[config.mk]
export PLATFORM = sky130hd
export DESIGN_NAME = ascon_perm_ctrl
export DESIGN_NICKNAME = d
export VERILOG_FILES = /design/src/rtl/ascon_perm_ctrl_pkg.sv /design/src/rtl/ascon_p_core.sv /design/src/rtl/ascon_perm_ctrl.sv
export SDC_FILE = /design/constraint.sdc
export NUM_CORES = 2
export LEC_CHECK = 0
export CAP_MARGIN = 20
export CORE_MARGIN = 10
export CORE_UTILIZATION = 55
export DETAILED_ROUTE_END_ITERATION = 8
export PLACE_DENSITY = 0.85
export SLEW_MARGIN = 5
export SYNTH_ARGS = -nofsm -noshare
export SYNTH_HDL_FRONTEND = slang
export SYNTH_HIERARCHICAL = 1
export SYNTH_SLANG_ARGS = --single-unit
[constraint.sdc]
create_clock -name clk -period 3.1 [get_ports clk]
set_input_delay 0.62 -clock clk [delete_from_list [all_inputs] [get_ports clk]]
set_output_delay 0.62 -clock clk [all_outputs]
set_load 0.03 [all_outputs]
[src/rtl/ascon_perm_ctrl_pkg.sv]
// Shared definitions for the Ascon permutation controller: round counts and FSM states.
package ascon_perm_ctrl_pkg;

  localparam int MAX_ROUNDS     = 12;
  localparam int PA_ROUNDS      = 12;
  localparam int PB_ROUNDS_128  = 6;
  localparam int PB_ROUNDS_128A = 8;

  typedef enum logic [1:0] {
    IDLE  = 2'd0,
    WAIT  = 2'd1,
    ISSUE = 2'd2,
    DONE  = 2'd3
  } state_e;

endpackage

[src/rtl/ascon_p_core.sv]
// One Ascon round per job step. The input state is captured on en_i, the round is
// evaluated from that capture on the following edge, so a round takes two cycles.
// The round-constant ROM lives here; callers provide only the round index.
module ascon_p_core #(
  parameter int BW = 64
) (
  input  logic            clk,
  input  logic            rstn,
  input  logic            en_i,
  input  logic [3:0]      round_i,
  input  logic [5*BW-1:0] s_in_i,
  output logic [5*BW-1:0] s_out_o
);

  logic [5*BW-1:0] stage_q;
  logic [3:0]      idx_q;
  logic [5*BW-1:0] result_q;
  logic [5*BW-1:0] round_out;

  logic [BW-1:0] xs  [5];
  logic [BW-1:0] sb  [5];
  logic [BW-1:0] sx  [5];
  logic [BW-1:0] lin [5];

  function automatic logic [7:0] round_const(input logic [3:0] idx);
    logic [7:0] rc;
    case (idx)
      4'd0:    rc = 8'hf0;
      4'd1:    rc = 8'he1;
      4'd2:    rc = 8'hd2;
      4'd3:    rc = 8'hc3;
      4'd4:    rc = 8'hb4;
      4'd5:    rc = 8'ha5;
      4'd6:    rc = 8'h96;
      4'd7:    rc = 8'h87;
      4'd8:    rc = 8'h78;
      4'd9:    rc = 8'h69;
      4'd10:   rc = 8'h5a;
      4'd11:   rc = 8'h4b;
      default: rc = 8'h00;
    endcase
    return rc;
  endfunction

  function automatic logic [BW-1:0] ror(input logic [BW-1:0] x, input int n);
    return (x >> n) | (x << (BW - n));
  endfunction

  // Constant addition, 5-bit S-box across lanes, then per-lane linear diffusion.
  always_comb begin
    for (int k = 0; k < 5; k++) begin
      xs[k] = stage_q[(4-k)*BW +: BW];
    end
    xs[2] = xs[2] ^ BW'(round_const(idx_q));

    xs[0] = xs[0] ^ xs[4];
    xs[4] = xs[4] ^ xs[3];
    xs[2] = xs[2] ^ xs[1];

    sb[0] = xs[0] ^ (~xs[1] & xs[2]);
    sb[1] = xs[1] ^ (~xs[2] & xs[3]);
    sb[2] = xs[2] ^ (~xs[3] & xs[4]);
    sb[3] = xs[3] ^ (~xs[4] & xs[0]);
    sb[4] = xs[4] ^ (~xs[0] & xs[1]);

    sx[0] = sb[0] ^ sb[4];
    sx[1] = sb[1] ^ sb[0];
    sx[2] = ~sb[2];
    sx[3] = sb[3] ^ sb[2];
    sx[4] = sb[4];

    lin[0] = sx[0] ^ ror(sx[0], 19) ^ ror(sx[0], 28);
    lin[1] = sx[1] ^ ror(sx[1], 61) ^ ror(sx[1], 39);
    lin[2] = sx[2] ^ ror(sx[2], 1)  ^ ror(sx[2], 6);
    lin[3] = sx[3] ^ ror(sx[3], 10) ^ ror(sx[3], 17);
    lin[4] = sx[4] ^ ror(sx[4], 7)  ^ ror(sx[4], 41);

    round_out = {lin[0], lin[1], lin[2], lin[3], lin[4]};
  end

  // Capture a new round request on en_i and register the evaluated round every cycle.
  always_ff @(posedge clk or negedge rstn) begin
    if (!rstn) begin
      stage_q  <= '0;
      idx_q    <= '0;
      result_q <= '0;
    end else begin
      if (en_i) begin
        stage_q <= s_in_i;
        idx_q   <= round_i;
      end
      result_q <= round_out;
    end
  end

  assign s_out_o = result_q;

endmodule

[src/rtl/ascon_perm_ctrl.sv]
// Iterates a single Ascon round core nr times over a state, with a valid/ready
// request side, a valid/ready result side and a synchronous clear.
module ascon_perm_ctrl #(
  parameter int BW         = 64,
  parameter int MAX_ROUNDS = 12
) (
  input  logic            clk,
  input  logic            rstn,
  input  logic            in_valid,
  output logic            in_ready,
  input  logic [5*BW-1:0] in_state,
  input  logic [3:0]      in_rounds,
  input  logic            clear,
  output logic            out_valid,
  input  logic            out_ready,
  output logic [5*BW-1:0] out_state,
  output logic            busy
);
  import ascon_perm_ctrl_pkg::*;

  state_e          state_q;
  logic [3:0]      remaining_q;
  logic [3:0]      round_q;
  logic [3:0]      round_d;
  logic [5*BW-1:0] out_state_q;
  logic            in_ready_q;
  logic            out_valid_q;
  logic            busy_q;

  logic            accept;
  logic [3:0]      nr;
  logic            core_en;
  logic [5*BW-1:0] core_s_in;
  logic [5*BW-1:0] core_s_out;

  // Out-of-range round requests fall back to the full permutation.
  always_comb begin
    nr = in_rounds;
    if (in_rounds == 4'd0 || in_rounds > 4'(MAX_ROUNDS)) begin
      nr = 4'(MAX_ROUNDS);
    end
  end

  // Core input mux: new state on accept, feedback with next round index while iterating.
  always_comb begin
    accept    = in_valid && in_ready_q && !clear;
    core_en   = 1'b0;
    core_s_in = core_s_out;
    round_d   = round_q;
    if (accept) begin
      core_en   = 1'b1;
      core_s_in = in_state;
      round_d   = 4'(MAX_ROUNDS) - nr;
    end else if (state_q == ISSUE && remaining_q != 4'd0 && !clear) begin
      core_en = 1'b1;
      round_d = round_q + 4'd1;
    end
  end

  ascon_p_core #(
    .BW(BW)
  ) u_core (
    .clk     (clk),
    .rstn    (rstn),
    .en_i    (core_en),
    .round_i (round_d),
    .s_in_i  (core_s_in),
    .s_out_o (core_s_out)
  );

  // Controller FSM with registered handshake outputs; clear overrides every transition.
  always_ff @(posedge clk or negedge rstn) begin
    if (!rstn) begin
      state_q     <= IDLE;
      remaining_q <= '0;
      round_q     <= '0;
      out_state_q <= '0;
      in_ready_q  <= 1'b0;
      out_valid_q <= 1'b0;
      busy_q      <= 1'b0;
    end else begin
      round_q <= round_d;
      if (clear) begin
        state_q     <= IDLE;
        in_ready_q  <= 1'b1;
        out_valid_q <= 1'b0;
        busy_q      <= 1'b0;
      end else begin
        case (state_q)
          IDLE: begin
            if (accept) begin
              state_q     <= WAIT;
              remaining_q <= nr - 4'd1;
              in_ready_q  <= 1'b0;
              busy_q      <= 1'b1;
            end else begin
              in_ready_q <= 1'b1;
            end
          end
          WAIT: begin
            state_q <= ISSUE;
          end
          ISSUE: begin
            if (remaining_q == 4'd0) begin
              out_state_q <= core_s_out;
              out_valid_q <= 1'b1;
              state_q     <= DONE;
            end else begin
              remaining_q <= remaining_q - 4'd1;
              state_q     <= WAIT;
            end
          end
          DONE: begin
            if (out_ready) begin
              state_q     <= IDLE;
              out_valid_q <= 1'b0;
              busy_q      <= 1'b0;
              in_ready_q  <= 1'b1;
            end
          end
          default: begin
            state_q <= IDLE;
          end
        endcase
      end
    end
  end

  assign in_ready  = in_ready_q;
  assign out_valid = out_valid_q;
  assign out_state = out_state_q;
  assign busy      = busy_q;

endmodule

==> impl_metrics.csv <==
group,metric,value,unit
grt,grt_pass1_vias,41100,
grt,grtUsageTotal,38.0,%
worst_setup_path,cp_data_arrival_time,3.65,ns
placed_design,hpwl,163000,um
route,ant_nets,0,
sta,worst_slew_pin_slew,1.22,ns
worst_setup_path,path_max_fanout,8,
clock_network,cts_tree,"yes",
synth,async_reset_ff_share,100,%
route,drt_pre_antenna_iters,5,
synth,synth_area,50800,um^2
floorplanning,row_count,111,
clock_network,post_cts_buffers,0,
sta,tns,0,ns
sta,timing.fmax,327,MHz
final_layout,final_cell_mix,"nand2_1 (1308), dfrtp_1 (977), xnor2_1 (919)",
worst_setup_path,start_kind,"flip-flop",
grt,grt_max_degree,109,
final_layout,fin_cells,7067,
synth,ys_seq_elements,977,
synth,ys_warn_count,6,
run_status,outcome,"finished, final reports clean",
worst_setup_path,endpoint_kind,"flip-flop",
route,vias_per_cell,5.61,
final_layout,layout_commonest_cell,"nand2_1",
worst_setup_path,cp.required,3.69,ns
final_layout,nNetsFinal,6251,
grt,antenna_found_initial,11,
synth,yosysSeqAreaShare,48.1,%
floorplanning,dieArea,105000,um^2
final_layout,ff_latch_area,24400,um^2
route,drt-initial-drc-count,4237,
placed_design,gp_congestion,1.05,
sta,fin_skew,0.0321,ns
synth,synth_fp_nets,5320,
min_path,min_path_type,"input port to async pin",
route,vias,39600,
route,drc_errors,0,
grt,grt-ovfl-total,0,
synth,synth-main-ff-cell,"dfrtp_1",
synth,synth.distinct_cells,48,
final_layout,drive_gt1_share,11.4,%
synth,synth-edff-count,0,
route,drt-wirelength-per-cell,28.6,um
route,totalWireLength,202000,um
floorplanning,start_util,55.4,%
synth,synth.avg_cell_area,10.5,um^2
job,maxCapViolations,0,
final_layout,nFillCells,6729,
clock_network,htreeDepth,3,
clock_network,cts_root_buffer,"clkbuf_16",
grt,grt_pass1_wl,285000,um
sta,rsz0062_at_grt,"false",
sta,slew-limit-headroom,17.8,%
floorplanning,die_height,324,um
final_layout,syn_to_final_growth,27.6,%
sta,final-max-slew-violation-count,0,
sta,finalCritPeriodShare,98.7,%
sta,layout_min_cycle_time,3.06,ns
floorplanning,ios,652,
sta,hold_violations,0,
sta,whs,0.454,ns
worst_setup_path,crit_type,"flip-flop to flip-flop",
clock_network,tritoncts.num_buffers,105,
placed_design,placedCellCount,6869,
floorplanning,core_area,91700,um^2
clock_network,clk_pin_slew,0.06,ns
final_layout,multi_input_area,24600,um^2
floorplanning,die_width,324,um
clock_network,numClockSinks,977,
sta,setup_violations,0,
synth,syn_inst,4860,
placed_design,io_buffers,651,
clock_network,clk-insertion-delay-late,0.70,ns
clock_network,clockBufferDepth,3,
## per-layer routing
layer	wire length, um	vias up	GRT usage [%]
met4	11900	6	19.8
met1	77700	20000	47.5
met2	93900	1932	61.2
li1	-	17300	-
met5	32	-	0
met3	18500	450	8.88
## cell usage after synthesis, drive strengths merged (3+ instances only)
cell type     n  share of area (%)
maj3         64                1.3
xor2        217                3.8
nor3          3              0.030
clkbuf      126               0.93
a21o          3              0.044
xnor2       943                 17
a21oi        10               0.11
buf          46               0.85
mux2i        54                1.1
inv         238                1.8
a21boi        3              0.044
nand2b        4              0.049
nand2      1309                9.7
dfrtp       977                 48
mux2        410                9.1
ha          131                3.2
o21ai       251                2.5
nor2         47               0.35
## cells by family after synthesis
logic type | Yosys count | share of synthesized area, %
buffers and inverters | 410 | 3.54
multiplexers | 464 | 10.2
AND/OR/NAND/NOR | 1377 | 10.3
adder cells (fa/ha/maj) | 195 | 4.49
AO/OA/AOI/OAI | 274 | 2.78
flip-flops | 977 | 48.1
XOR/XNOR | 1163 | 20.6
## worst max-delay path, stage by stage (launching register included)
cell	delay, ns
dfrtp_1	0.53
a21boi_1	0.23
xor2_1	0.33
ha_1	0.31
xnor2_1	0.16
xnor2_1	0.63
buf_4	0.26
xnor2_1	0.07
buf_4	0.19
xnor2_1	0.25
## final cells by class
class                           count  share of cell area (%)
Tap cell                         1186                    2.29
Timing Repair Buffer              996                    14.8
Sequential cell                   977                    37.7
Inverter                          238                    1.38
Clock inverter                     54                    1.31
Multi-Input combinational cell   3473                    37.9
Clock buffer                      140                    4.57
Antenna cell                        3                  0.0116
## per-stage QoR
stage	util, %	setup slack [ns]	area, um^2
final	70.7	0.0403	64800
after global routing	70.7	0.0636	64800
after CTS	70.7	0.159	64800
after detailed placement	66.6	0.152	61000
after global placement	66.5	0.175	61000
after floorplan	-	0.381	50800
## worst paths after layout
| path | from | to | slack [ns] | cells after the start |
|---|---|---|---|---|
| max in group asynchronous | rstn | u_core/s_out_o[163] | 1.56 | 3 |
| min in group clk | u_core/s_out_o[51] | out_state[51] | 0.48 | 1 |
| setup reg to reg | u_core/idx_q[3] | u_core/s_out_o[112] | 0.04 | 9 |
| setup / recovery | u_core/idx_q[3] | u_core/s_out_o[112] | 0.04 | 9 |
| hold / removal | rstn | u_core/stage_q[77] | 0.45 | 2 |
| hold reg to reg | u_core/s_out_o[51] | out_state[51] | 0.48 | 1 |
## registers in the layout, indices dropped and copies added (netlist names), 2 cells and up
signal / cells
out_state: 320
state_q: 2
remaining_q: 4
u_core/s_out_o: 320
u_core/stage_q: 320
u_core/idx_q: 4
round_q: 4
## timing repair
action,CTS,global route
endpoints found under the hold margin,39,0
hold buffers,1,0
resized for setup,0,0
Power is left out: the tool's default activity adds up to more than one toggle a clock period on the data nets, which glitch-free logic cannot reach.
